**config.mk**
```make
export PLATFORM = sky130hd
export DESIGN_NAME = ysyx_22050368_ifu
export DESIGN_NICKNAME = d
export VERILOG_FILES = /design/src/rtl/ysyx_22050368_ifu_pkg.sv /design/src/rtl/ysyx_22050368_ififo.sv /design/src/rtl/ysyx_22050368_ifu.sv
export SDC_FILE = /design/constraint.sdc
export NUM_CORES = 1
export LEC_CHECK = 0
export BUFFER_PORTS_ARGS = -buffer_cell sky130_fd_sc_hd__buf_4
export CAP_MARGIN = 20
export CORE_MARGIN = 2
export CORE_UTILIZATION = 35
export CTS_CLUSTER_SIZE = 30
export DETAILED_ROUTE_END_ITERATION = 10
export PLACE_DENSITY = 0.52
export SLEW_MARGIN = 20
export SYNTH_ARGS = -nofsm -noshare
export SYNTH_HDL_FRONTEND = slang
export SYNTH_SLANG_ARGS = --single-unit
```
**constraint.sdc**
```tcl
create_clock -name clk -period 5.9 [get_ports clk]
set_input_delay 1.18 -clock clk [delete_from_list [all_inputs] [get_ports clk]]
set_output_delay 1.18 -clock clk [all_outputs]
set_load 0.005 [all_outputs]
```
**src/rtl/ysyx_22050368_ifu_pkg.sv**
```systemverilog
// Shared constants for the decoupled instruction-fetch unit.
package ysyx_22050368_ifu_pkg;
  localparam int unsigned IFU_ADDR_W   = 64;
  localparam int unsigned IFU_ILEN     = 32;
  localparam int unsigned IFU_DEPTH    = 4;
  localparam logic [63:0] IFU_RESET_PC = 64'h8000_0000;
  localparam int unsigned PC_INC       = 4;

  // Width of a counter that must hold 0..depth inclusive.
  function automatic int unsigned cnt_width(input int unsigned depth);
    return $clog2(depth + 1);
  endfunction
endpackage

```
**src/rtl/ysyx_22050368_ififo.sv**
```systemverilog
// Synchronous FIFO holding {pc, inst} records; power-of-2 depth, pointer rollover wrap.
module ysyx_22050368_ififo
  import ysyx_22050368_ifu_pkg::*;
#(
  parameter int unsigned DEPTH = IFU_DEPTH,
  parameter int unsigned WIDTH = IFU_ADDR_W + IFU_ILEN
) (
  input  logic                           clk,
  input  logic                           rst,
  input  logic                           push_i,
  input  logic                           pop_i,
  input  logic                           flush_i,
  input  logic [WIDTH-1:0]               data_i,
  output logic [$clog2(DEPTH+1)-1:0]     count_o,
  output logic [WIDTH-1:0]               head_o
);
  localparam int unsigned CW = cnt_width(DEPTH);
  localparam int unsigned PW = $clog2(DEPTH);

  logic [WIDTH-1:0] mem_q [DEPTH];
  logic [PW-1:0]    rd_ptr_q, wr_ptr_q;
  logic [CW-1:0]    count_q;

  always_ff @(posedge clk) begin
    if (rst || flush_i) begin
      rd_ptr_q <= '0;
      wr_ptr_q <= '0;
      count_q  <= '0;
    end else begin
      if (push_i) wr_ptr_q <= wr_ptr_q + PW'(1);
      if (pop_i)  rd_ptr_q <= rd_ptr_q + PW'(1);
      count_q <= count_q + CW'(push_i) - CW'(pop_i);
    end
  end

  // Storage needs no reset; only entries below count_q are ever observed.
  always_ff @(posedge clk) begin
    if (push_i && !flush_i) mem_q[wr_ptr_q] <= data_i;
  end

  assign count_o = count_q;
  assign head_o  = mem_q[rd_ptr_q];

  a_no_overflow: assert property (@(posedge clk) disable iff (rst)
    !(push_i && !pop_i && !flush_i && count_q == CW'(DEPTH)));
endmodule

```
**src/rtl/ysyx_22050368_ifu.sv**
```systemverilog
// Instruction-fetch unit: own PC, credit-limited in-order fetches, flush with stale-response drop.
module ysyx_22050368_ifu
  import ysyx_22050368_ifu_pkg::*;
#(
  parameter int unsigned       ADDR_W   = IFU_ADDR_W,
  parameter int unsigned       ILEN     = IFU_ILEN,
  parameter int unsigned       DEPTH    = IFU_DEPTH,
  parameter logic [ADDR_W-1:0] RESET_PC = ADDR_W'(IFU_RESET_PC)
) (
  input  logic              clk,
  input  logic              rst,
  input  logic              jump_flag_i,
  input  logic [ADDR_W-1:0] jump_addr_i,
  input  logic              hold_i,
  output logic              imem_req_valid_o,
  input  logic              imem_req_ready_i,
  output logic [ADDR_W-1:0] imem_req_addr_o,
  input  logic              imem_rsp_valid_i,
  input  logic [ILEN-1:0]   imem_rsp_data_i,
  output logic              inst_valid_o,
  input  logic              inst_ready_i,
  output logic [ILEN-1:0]   inst_o,
  output logic [ADDR_W-1:0] inst_addr_o,
  output logic              busy_o
);
  localparam int unsigned       CW      = cnt_width(DEPTH);
  localparam int unsigned       FW      = ADDR_W + ILEN;
  localparam logic [ADDR_W-1:0] PC_STEP = ADDR_W'(PC_INC);
  localparam logic [CW:0]       CREDITS = (CW+1)'(DEPTH);

  logic [ADDR_W-1:0] fetch_pc_q, fetch_pc_d;
  logic [ADDR_W-1:0] rsp_pc_q, rsp_pc_d;
  logic              req_pend_q, req_pend_d;
  logic [CW-1:0]     outstanding_q, outstanding_d;
  logic [CW-1:0]     drop_q, drop_d;

  logic [CW-1:0]     fifo_count;
  logic [FW-1:0]     fifo_head;
  logic [CW:0]       credit_used;
  logic              start_c, req_fire, rsp_ok, push, pop;
  logic [ADDR_W-1:0] jump_pc;
  logic              unused_jump_lsbs;

  assign unused_jump_lsbs = ^jump_addr_i[1:0];
  assign jump_pc          = {jump_addr_i[ADDR_W-1:2], 2'b00};

  // Credits use registered occupancy only, so a same-cycle pop frees nothing.
  assign credit_used = {1'b0, fifo_count} + {1'b0, outstanding_q};
  assign start_c     = !rst && !jump_flag_i && !hold_i && (credit_used < CREDITS);

  assign imem_req_valid_o = !rst && !jump_flag_i && (req_pend_q || start_c);
  assign imem_req_addr_o  = fetch_pc_q;
  assign req_fire         = imem_req_valid_o && imem_req_ready_i;

  assign rsp_ok = imem_rsp_valid_i && (outstanding_q != '0);
  assign push   = rsp_ok && (drop_q == '0) && !jump_flag_i;

  assign inst_valid_o = !rst && (fifo_count != '0) && !jump_flag_i;
  assign pop          = inst_valid_o && inst_ready_i;
  assign inst_o       = fifo_head[ILEN-1:0];
  assign inst_addr_o  = fifo_head[FW-1:ILEN];
  assign busy_o       = !rst && (outstanding_q != '0);

  always_comb begin
    fetch_pc_d    = fetch_pc_q;
    rsp_pc_d      = rsp_pc_q;
    req_pend_d    = req_pend_q;
    drop_d        = drop_q;
    outstanding_d = outstanding_q + CW'(req_fire) - CW'(rsp_ok);
    if (jump_flag_i) begin
      fetch_pc_d = jump_pc;
      rsp_pc_d   = jump_pc;
      req_pend_d = 1'b0;
      drop_d     = outstanding_q - CW'(rsp_ok);
    end else begin
      if (req_fire) begin
        fetch_pc_d = fetch_pc_q + PC_STEP;
        req_pend_d = 1'b0;
      end else if (imem_req_valid_o) begin
        req_pend_d = 1'b1;
      end
      if (rsp_ok) begin
        if (drop_q != '0) drop_d   = drop_q - CW'(1);
        else              rsp_pc_d = rsp_pc_q + PC_STEP;
      end
    end
  end

  always_ff @(posedge clk) begin
    if (rst) begin
      fetch_pc_q    <= RESET_PC;
      rsp_pc_q      <= RESET_PC;
      req_pend_q    <= 1'b0;
      outstanding_q <= '0;
      drop_q        <= '0;
    end else begin
      fetch_pc_q    <= fetch_pc_d;
      rsp_pc_q      <= rsp_pc_d;
      req_pend_q    <= req_pend_d;
      outstanding_q <= outstanding_d;
      drop_q        <= drop_d;
    end
  end

  ysyx_22050368_ififo #(
    .DEPTH (DEPTH),
    .WIDTH (FW)
  ) u_fifo (
    .clk     (clk),
    .rst     (rst),
    .push_i  (push),
    .pop_i   (pop),
    .flush_i (jump_flag_i),
    .data_i  ({rsp_pc_q, imem_rsp_data_i}),
    .count_o (fifo_count),
    .head_o  (fifo_head)
  );

  a_rsp_expected: assert property (@(posedge clk) disable iff (rst)
    !(imem_rsp_valid_i && outstanding_q == '0));
endmodule
```
==> impl_metrics.py, run 1 <==
metrics = {
    "floorplan": {
        "core_sq_um": 60360,
        "die_w_um": 251.0,
        "start_util": 0.3539,
        "die_area_sq_um": 63020,
        "num_rows": 90,
        "die_h_um": 251.0,
        "ioPinCount": 266,
    },
    "synth": {
        "synth_warnings": 0,
        "synth.most_common_cell": "edfxtp_1",
        "async_reset_ff_frac": 0,
        "synth_top_cell_by_area": "edfxtp_1",
        "synth_top_area_frac": 0.5286,
        "yosys-top-cells-area": "edfxtp_1 (53%), dfxtp_1 (13%), mux4_2 (9.9%)",
        "syn-instance-count": 1462,
        "ys_types": 61,
        "synth_area_sq_um": 21360,
        "synth_edf_count": 376,
        "syn_avg_cell_area_sq_um": 14.61,
        "synth_top_flop_cell": "edfxtp_1",
        "yosys-top-cells-count": "edfxtp_1 (376), dfxtp_1 (140), mux4_2 (94), nand2_1 (77), xnor2_1 (73)",
        "ys_ff_latch": 516,
        "ys_seq_area_frac": 0.6598,
    },
    "place": {
        "gp_congestion": 0.8117,
        "dp_slack_ns": 2.019,
        "hpwl_mm": 39.36,
        "dp.cells": 2442,
        "placed_cell_area_sq_um": 24180,
        "port_buffers": 259,
    },
    "hold_path": {
        "min-delay-start": "u_fifo.wr_ptr_q[1]",
        "hold-path-endpoint": "u_fifo.wr_ptr_q[1]",
        "min_path_type": "flip-flop to flip-flop",
        "hold_depth": 2,
    },
    "route": {
        "drtAntennaViolNets": 0,
        "wl_mm": 59.19,
        "drt_iter0_markers": 960,
        "drtPass1Iterations": 5,
        "num_vias": 13490,
        "route.detailed.drc": 0,
        "wl_per_cell_um": 23.24,
        "vias_per_cell": 5.296,
    },
    "timing": {
        "rsz0062_at_grt": "no",
        "finalCriticalPeriod_ns": 4.020,
        "worst_slack_ns": 1.880,
        "worst_pin_slew_ns": 1.021,
        "worst_hold_slack_ns": 0.5005,
        "timing.fmax_mhz": 248.8,
        "setup_tns_ns": 0,
        "slew_viol_final": 0,
        "final-hold-violation-count": 0,
        "setup_violations": 0,
        "maxSlewHeadroom": 0.3174,
        "skew_ns": 0.02297,
        "min_period_over_period": 0.6813,
    },
    "run_status": {
        "status": "completed",
    },
    "power": {
        "p_total_mw": 8.652,
        "power_density_nw_per_um2": 331.5,
        "power_switching_share": 0.2385,
        "p_clk_frac": 0.419,
        "ir_worst_vdd_mv": 0.1911,
        "p_seq_frac": 0.488,
        "p_sw_mw": 2.063,
        "p_int_mw": 6.589,
        "p_comb_frac": 0.092,
        "p_leak_nw": 8.752,
    },
    "grt": {
        "grt.total_usage": 0.1863,
        "antenna_found_initial": 0,
        "grt-ovfl-total": 0,
        "grt_pass1_wl_mm": 87.49,
        "grt_pass1_vias": 13570,
        "grt_max_degree": 81,
    },
    "critical_path": {
        "crit_top_cell": "buf_4",
        "path_delay_family": "flip-flops",
        "cp_max_fo": 34,
        "slowest_delay_ns": 0.86,
        "r2r_end": "imem_req_addr_o[63]",
        "startpoint_type": "flip-flop",
        "cp_slowest_cell": "dfxtp_4",
        "worstSetupPathType": "flip-flop to output port",
        "critical_path_required_ns": 4.72,
        "r2r_setup_slack_ns": 2.74,
        "r2r_start": "imem_req_addr_o[6]",
        "arrival_ns": 2.84,
        "critPathCaptureType": "output port",
        "r2r.worst_path.cells": 6,
        "crit_buf_inv": 2,
        "cp_cell_sequence": "buf_4 -> mux4_2 -> buf_4",
    },
    "layout": {
        "area_growth_pct": 22.19,
        "diodes": 0,
        "nets": 1839,
        "finalNonFillerCells": 2547,
        "multi_input_area_sq_um": 6777,
        "final_util": 0.4324,
        "num-fill-cells": 5543,
        "drive_gt1_frac": 0.2731,
        "ff_latch_area_sq_um": 14100,
        "design_area_sq_um": 26100,
    },
    "cts": {
        "post_cts_buffers": 0,
        "cts_made_buffers": 55,
        "clock_sinks": 516,
        "cts_tree": "done",
        "cts_max_path_buffers": 3,
        "ctsHoldBuffers": 0,
        "cts_root_buf": "clkbuf_16",
        "cts_max_level": 2,
        "cts.clk_slew.worst_paths_ns": 0.06,
        "cts_resized": 0,
        "clock_latency_ns": 0.61,
    },
    "flow_run": {
        "cap_viol_max_count": 0,
    },
}
==> power groups by stage <==
stage	clock, mW	sequential, mW	combinational, mW
after floorplan	0	4.26	0.411
after CTS	3.71	4.23	0.811
after global placement	0	4.29	0.800
after detailed placement	0	4.30	0.807
after global routing	3.85	4.25	0.875
final	3.63	4.23	0.797
==> worst reg2reg max path, stage by stage, from the launching register on <==
cell	delay (ns)
dfxtp_1	0.46
nand3_1	0.23
nor4_1	0.54
nand3_1	0.83
nor4_1	0.59
mux2_2	0.38
o21ai_0	0.07
==> logic make-up (layout without fill, tap and decap cells) <==
| family | after synthesis | count (layout) | synth area share |
|---|---|---|---|
| flip-flops | 516 | 516 | 0.6598 |
| adder cells (fa/ha/maj) | 18 | 18 | 0.01125 |
| AO/OA/AOI/OAI | 189 | 189 | 0.05799 |
| XOR/XNOR | 113 | 113 | 0.04633 |
| multiplexers | 98 | 98 | 0.1012 |
| other | 1 | 4 | 0.0001756 |
| buffers and inverters | 133 | 433 | 0.02443 |
| AND/OR/NAND/NOR | 394 | 394 | 0.09888 |
==> cell type report <==
cell class              instances  share of cell area
clock buffers                  68             0.05656
clock inverters                36             0.01683
inverters                      54            0.007862
multi-input cells             816              0.2596
flip-flops and latches        516              0.5402
well taps                     782             0.03749
repair buffers                275             0.08140
==> sequential cells by signal, summed over array words and instances, names as in the netlist, named ones only <==
signal,flops
u_fifo.rd_ptr_q,2
u_fifo.mem_q,376
u_fifo.wr_ptr_q,2
imem_req_addr_o,62
u_fifo.count_o,3
outstanding_q,3
rsp_pc_q,62
req_pend_q,1
drop_q,3
==> layout by cell type (no fill, tap or decap), types with 16 or more instances in the layout <==
master     synthesis  routed
a211oi_1          20      20
a21boi_0          47      47
a21oi_1           55      55
and3_1            27      23
buf_4              4     269
clkbuf_16          0      56
dfxtp_1          140     138
edfxtp_1         376     376
ha_1              16      16
inv_1             54      53
mux4_2            94      94
nand2_1           77      77
nand3_1           51      51
nand4_1           48      48
nor2_1            63      63
nor3_1            39      39
nor4_1            30      30
xnor2_1           73      73
xor2_1            40      40
==> routing by layer <==
layer / vias up / track usage / wire, um
met5: - / 0 / 0
met4: 0 / 0.05068 / 1366
met3: 87 / 0.04276 / 3758
met2: 443 / 0.2953 / 27290
met1: 6796 / 0.2579 / 26780
li1: 6164 / - / -
==> how the worst max path moves through the flow <==
stage | startpoint | end | slack [ns] | cells after the start
5_1_grt | flip-flop | inst_addr_o[28] | 1.66 | 3
2_1_floorplan | jump_flag_i | u_fifo.mem_q[1][0] | 1.10 | 5
3_5_place_dp | jump_flag_i | u_fifo.count_o[2] | 2.02 | 11
6_report | flip-flop | inst_addr_o[28] | 1.88 | 3
3_3_place_gp | jump_flag_i | u_fifo.count_o[2] | 2.06 | 11
4_1_cts | flip-flop | inst_addr_o[28] | 1.75 | 3
(Power assumes the default switching activity.)
==> run 2: changes to the inputs <==
--- a/config.mk
+++ b/config.mk
@@ -11,7 +11,7 @@
 export CORE_UTILIZATION = 35
 export CTS_CLUSTER_SIZE = 30
 export DETAILED_ROUTE_END_ITERATION = 10
-export PLACE_DENSITY = 0.52
+export PLACE_DENSITY = 0.54
 export SLEW_MARGIN = 20
 export SYNTH_ARGS = -nofsm -noshare
 export SYNTH_HDL_FRONTEND = slang
==> constraint.sdc (replaced) <==
create_clock -name clk -period 3.4 [get_ports clk]
set_input_delay 0.68 -clock clk [delete_from_list [all_inputs] [get_ports clk]]
set_output_delay 0.68 -clock clk [all_outputs]
set_load 0.005 [all_outputs]
==> run 2 against run 1 <==
Net effect: die area is the same; via count is 0.35% lower; critical path type unchanged; first-iteration DRC count is 5.3% lower; worst setup slack lost 1.6 ns; sequential share of layout area hardly changed; routed wire length fell by 1.1%; power is 66% higher.
==> impl_metrics.py, run 2 (synthesized netlist as in run 1, its figures left out) <==
metrics = {
    "flow_run": {
        "cap_viol_max_count": 0,
    },
    "critical_path": {
        "critPathCapture": "imem_req_valid_o",
        "startpoint": "outstanding_q[2]",
        "critPathCaptureType": "output port",
        "critical_path_required_ns": 2.72,
        "cp_max_fo": 7,
        "worstSetupPathType": "flip-flop to output port",
        "r2r.worst_path.cells": 8,
        "r2r_end": "imem_req_addr_o[26]",
        "startpoint_type": "flip-flop",
        "arrival_ns": 2.42,
        "r2r_start": "imem_req_addr_o[3]",
        "r2r_setup_slack_ns": 0.65,
    },
    "route": {
        "num_vias": 13440,
        "vias_per_cell": 5.231,
        "drtAntennaViolNets": 0,
        "wl_per_cell_um": 22.79,
        "wl_mm": 58.57,
        "route.detailed.drc": 0,
        "drt_iter0_markers": 909,
        "drtPass1Iterations": 5,
    },
    "power": {
        "p_comb_frac": 0.100,
        "p_int_mw": 10.89,
        "p_total_mw": 14.32,
        "p_seq_frac": 0.511,
        "ir_worst_vdd_mv": 0.3143,
        "p_sw_mw": 3.431,
        "power_density_nw_per_um2": 548.5,
        "power_switching_share": 0.2395,
        "p_leak_nw": 8.787,
        "p_clk_frac": 0.389,
    },
    "floorplan": {
        "start_util": 0.3539,
        "die_area_sq_um": 63020,
        "core_sq_um": 60360,
        "die_h_um": 251.0,
        "die_w_um": 251.0,
        "ioPinCount": 266,
        "num_rows": 90,
    },
    "timing": {
        "setup_tns_ns": 0,
        "slew_viol_final": 0,
        "skew_ns": 0.01529,
        "worst_pin_slew_ns": 0.9015,
        "final-hold-violation-count": 0,
        "setup_violations": 0,
        "finalCriticalPeriod_ns": 3.103,
        "maxSlewHeadroom": 0.3968,
        "rsz0062_at_grt": "no",
        "min_period_over_period": 0.9126,
        "timing.fmax_mhz": 322.3,
    },
    "place": {
        "port_buffers": 259,
        "gp_congestion": 0.8338,
        "hpwl_mm": 39.99,
    },
    "cts": {
        "cts_max_path_buffers": 3,
        "clock_latency_ns": 0.60,
        "cts_made_buffers": 55,
        "cts_max_level": 2,
        "cts_root_buf": "clkbuf_16",
        "cts.clk_slew.worst_paths_ns": 0.06,
        "ctsHoldBuffers": 0,
        "clock_sinks": 516,
        "post_cts_buffers": 0,
        "cts_resized": 0,
        "cts_tree": "done",
    },
    "layout": {
        "final_common_cell": "edfxtp_1",
        "drive_gt1_frac": 0.2746,
        "largest_register": "u_fifo.mem_q",
        "nets": 1863,
        "final_cell_mix": "edfxtp_1 (376), buf_4 (287), dfxtp_1 (138)",
        "largest_reg_flops": 376,
        "diodes": 0,
        "final_util": 0.4327,
        "area_growth_pct": 22.26,
    },
    "grt": {
        "grt.total_usage": 0.1839,
        "antenna_found_initial": 1,
        "grt-ovfl-total": 0,
        "grt_pass1_vias": 13350,
        "grt_max_degree": 57,
        "grt_pass1_wl_mm": 86.62,
    },
    "run_status": {
        "status": "completed",
    },
    "hold_path": {
        "min_path_type": "primary input to flip-flop",
        "min-delay-start": "imem_rsp_data_i[27]",
    },
}
-- run 2: cell types whose count changed in the layout (fill, tap and decap cells not counted), sizes merged --
cell | before | now
buf | 274 | 299
clkbuf | 69 | 77
bufinv | 8 | 1
clkinvlp | 6 | 2
clkinv | 19 | 22
inv | 57 | 55
-- run 2: final cells by class --
cell class / instances / area [sq um]
Inverter: 54 / 205.2
Multi-Input combinational cell: 816 / 6777
Timing Repair Buffer: 299 / 2395
Clock inverter: 26 / 158.9
Sequential cell: 516 / 14100
Fill cell: 5502 / 34240
Tap cell: 782 / 978.4
Clock buffer: 77 / 1501
-- run 2: power groups by stage --
stage | Sequential, mW | Clock (mW) | Combinational [mW]
6_report | 7.32 | 5.57 | 1.44
5_1_grt | 7.36 | 5.97 | 1.57
4_1_cts | 7.32 | 5.74 | 1.46
3_5_place_dp | 7.45 | 0 | 1.45
3_3_place_gp | 7.43 | 0 | 1.44
2_1_floorplan | 7.39 | 0 | 0.713
-- run 2: worst min path at each step --
stage / to / slack [ns] / cells past startpoint
final: u_fifo.mem_q[0][27] / 0.28 / 1
after global routing: u_fifo.mem_q[1][27] / 0.25 / 1
after CTS: u_fifo.mem_q[2][24] / 0.24 / 1
after detailed placement: u_fifo.wr_ptr_q[1] / 0.49 / 2
after global placement: u_fifo.wr_ptr_q[1] / 0.48 / 2
after floorplan: u_fifo.wr_ptr_q[1] / 0.47 / 2
-- run 2: stage by stage --
stage / area, sq um / std cells / hold WS (ns) / worst slack [ns]
2_1_floorplan: 21380 / 1465 / 0.4692 / 0.1467
3_3_place_gp: 24460 / 2467 / 0.4822 / 0.5014
3_5_place_dp: 24460 / 2467 / 0.4939 / 0.5029
4_1_cts: 26120 / 2570 / 0.2388 / 0.2706
5_1_grt: 26120 / 2570 / 0.2535 / 0.1172
6_report: 26120 / 2570 / 0.2844 / 0.2973
-- run 2: per-layer routing --
layer / track usage / wire length [um] / up-vias
li1: - / - / 6193
met1: 0.2569 / 26490 / 6758
met2: 0.2844 / 26610 / 405
met3: 0.04815 / 4167 / 85
met4: 0.04949 / 1287 / 2
met5: 0 / 13 / -
-- run 2: critical path, cell delays in order (launching register included) --
cell and delay, ns:
dfxtp_1 0.45, ha_1 0.27, nor4_1 0.17, a21o_1 0.31, buf_4 0.19, buf_4 0.12
nand2_1 0.12, inv_1 0.09, buf_4 0.10
==> run 3: changes to the inputs <==
--- a/config.mk
+++ b/config.mk
@@ -11,8 +11,9 @@
 export CORE_UTILIZATION = 35
 export CTS_CLUSTER_SIZE = 30
 export DETAILED_ROUTE_END_ITERATION = 10
-export PLACE_DENSITY = 0.54
+export PLACE_DENSITY = 0.53
 export SLEW_MARGIN = 20
 export SYNTH_ARGS = -nofsm -noshare
 export SYNTH_HDL_FRONTEND = slang
+export SYNTH_HIERARCHICAL = 1
 export SYNTH_SLANG_ARGS = --single-unit
==> run 3 against run 2 <==
Net effect: register-to-register slack about the same; worst setup slack improved by 0.055 ns; via count rose by 12%; maximum frequency up 1.8%; sequential power is essentially flat; first-iteration DRC count grew 21%; die area increased by 4.5%; design area up 5.4%; combinational power is 19% lower; power grew 3.0%; synthesized cell count increased by 6.3%; largest cell class unchanged.
==> impl_metrics.py, run 3 <==
metrics = {
    "cts": {
        "cts_root_buf": "clkbuf_16",
        "cts_max_level": 2,
        "post_cts_buffers": 0,
        "clock_sinks": 524,
        "ctsHoldBuffers": 0,
        "cts_max_path_buffers": 3,
        "cts_tree": "done",
        "cts.clk_slew.worst_paths_ns": 0.06,
        "clock_latency_ns": 0.62,
        "cts_made_buffers": 58,
        "cts_resized": 0,
    },
    "layout": {
        "largest_reg_flops": 384,
        "area_growth_pct": 23.25,
        "diodes": 0,
        "final_common_cell": "edfxtp_1",
        "final_cell_mix": "edfxtp_1 (384), buf_4 (299), dfxtp_1 (138)",
        "largest_register": "u_fifo/mem_q",
        "final_util": 0.4363,
        "finalNonFillerCells": 2755,
        "nets": 1981,
        "drive_gt1_frac": 0.2782,
    },
    "synth": {
        "ys_ff_latch": 524,
        "synth_top_flop_cell": "edfxtp_1",
        "syn_avg_cell_area_sq_um": 14.37,
        "yosys-top-cells-count": "edfxtp_1 (384), dfxtp_1 (140), mux4_2 (96), nand2_1 (96), nor2_1 (75)",
        "synth_area_sq_um": 22330,
        "syn-instance-count": 1554,
        "synth.most_common_cell": "edfxtp_1",
        "ys_types": 74,
        "synth_warnings": 6,
        "synth_top_cell_by_area": "edfxtp_1",
        "yosys-top-cells-area": "edfxtp_1 (52%), dfxtp_1 (13%), mux4_2 (9.7%)",
        "ys_seq_area_frac": 0.6419,
        "async_reset_ff_frac": 0,
        "synth_top_area_frac": 0.5164,
        "synth_edf_count": 384,
    },
    "timing": {
        "final-hold-violation-count": 0,
        "rsz0062_at_grt": "no",
        "skew_ns": 0.01916,
        "worst_slack_ns": 0.3524,
        "slew_viol_final": 0,
        "setup_tns_ns": 0,
        "setup_violations": 0,
        "maxSlewHeadroom": 0.4125,
        "timing.fmax_mhz": 328.1,
        "worst_pin_slew_ns": 0.8780,
        "finalCriticalPeriod_ns": 3.048,
        "min_period_over_period": 0.8963,
    },
    "route": {
        "route.detailed.drc": 0,
        "drtAntennaViolNets": 0,
        "wl_per_cell_um": 23.52,
        "drtPass1Iterations": 5,
        "num_vias": 15100,
        "drt_iter0_markers": 1101,
        "wl_mm": 64.81,
        "vias_per_cell": 5.480,
    },
    "floorplan": {
        "start_util": 0.3540,
        "ioPinCount": 266,
        "core_sq_um": 63080,
        "die_h_um": 256.6,
        "die_w_um": 256.6,
        "die_area_sq_um": 65830,
        "num_rows": 92,
    },
    "critical_path": {
        "path_delay_family": "flip-flops",
        "crit_buf_inv": 2,
        "critPathCaptureType": "output port",
        "slowest_delay_ns": 0.69,
        "cp_max_fo": 20,
        "startpoint_type": "flip-flop",
        "worstSetupPathType": "flip-flop to output port",
        "cp_cell_sequence": "buf_4 -> mux4_2 -> buf_4",
        "r2r_setup_slack_ns": 0.65,
        "cp_slowest_cell": "dfxtp_4",
        "critical_path_required_ns": 2.72,
        "crit_top_cell": "buf_4",
        "arrival_ns": 2.37,
    },
    "power": {
        "p_leak_nw": 9.154,
        "power_density_nw_per_um2": 536.1,
        "ir_worst_vdd_mv": 0.3833,
    },
    "run_status": {
        "status": "completed",
    },
    "place": {
        "hpwl_mm": 44.60,
        "gp_congestion": 0.9111,
        "dp.cells": 2646,
        "port_buffers": 261,
        "dp_slack_ns": 0.5313,
    },
    "grt": {
        "grt-ovfl-total": 0,
        "grt_max_degree": 70,
        "grt_pass1_wl_mm": 96.66,
        "grt.total_usage": 0.1938,
        "grt_pass1_vias": 14850,
        "antenna_found_initial": 2,
    },
    "flow_run": {
        "cap_viol_max_count": 0,
    },
    "hold_path": {
        "min_path_type": "primary input to flip-flop",
    },
}
run 3: changes by cell type in the layout (fill, tap and decap cells not counted), moves of 22 or more:
cell / delta
a21boi_0: -23
o31a_1: +32
o21a_1: +40
xor2_1: -22
a21oi_1: -33
xnor2_1: -50
run 3: routing by layer:
metal	vias to the layer above	part of all wire	wire (um)	GRT usage
li1	6847	-	-	-
met1	7591	0.44	28620	0.2685
met2	548	0.46	30030	0.3039
met3	108	0.064	4169	0.04102
met4	4	0.030	1973	0.06363
met5	-	0.00031	20	0
run 3: path summary, 6_finish.rpt:
kind | start | endpoint | cells past startpoint
worst max-delay path | flip-flop | inst_addr_o[19] | 3
worst min-delay path | imem_rsp_data_i[22] | u_fifo/mem_q[3][22] | 1
worst max register to register | outstanding_q[2] | imem_req_addr_o[34] | 7
worst min register to register | u_fifo/rd_ptr_q[1] | flip-flop | 2
run 3: area by class of cell:
class / instances / area, sq um
clock inverters: 34 / 297.8
fillers: 5844 / 35560
multi-input cells: 927 / 7513
clock buffers: 75 / 1599
repair buffers: 316 / 2585
well taps: 846 / 1059
flip-flops and latches: 524 / 14340
inverters: 33 / 126.4
run 3: through the flow:
stage                     hold WS [ns]  power, mW  area [sq um]
after global placement          0.5077      8.618         25620
after CTS                       0.2280      14.92         27520
after global routing            0.2341      15.30         27520
final                           0.2715      14.75         27520
after floorplan                 0.4583      7.970         22370
after detailed placement        0.5284      8.645         25620
run 3: worst register-to-register path: cells and delay by family, from the launching register on:
kind            cells  cell delay, ns
buf+inv             1            0.34
compound gates      2            0.41
simple gates        3            1.17
flops               1            0.49
fa+ha+maj           1            0.29
run 3: power breakdown:
part,internal (mW),switching (mW),leakage [nW]
Combinational,0.557,0.612,3.59
Clock,3.68,2.57,0.908
Sequential,7.08,0.261,4.65
Total,11.3,3.44,9.15
run 3: cells by family after synthesis:
kind of cell / Yosys count / share of synthesized area
AOI/OAI and AO/OA: 257 / 0.08445
buffers and inverters: 112 / 0.02353
and+or+nand+nor: 496 / 0.1214
muxes: 104 / 0.1006
other: 1 / 0.0001679
adders and majority gates: 18 / 0.01076
DFF: 524 / 0.6419
xor gates and xnor gates: 42 / 0.01715
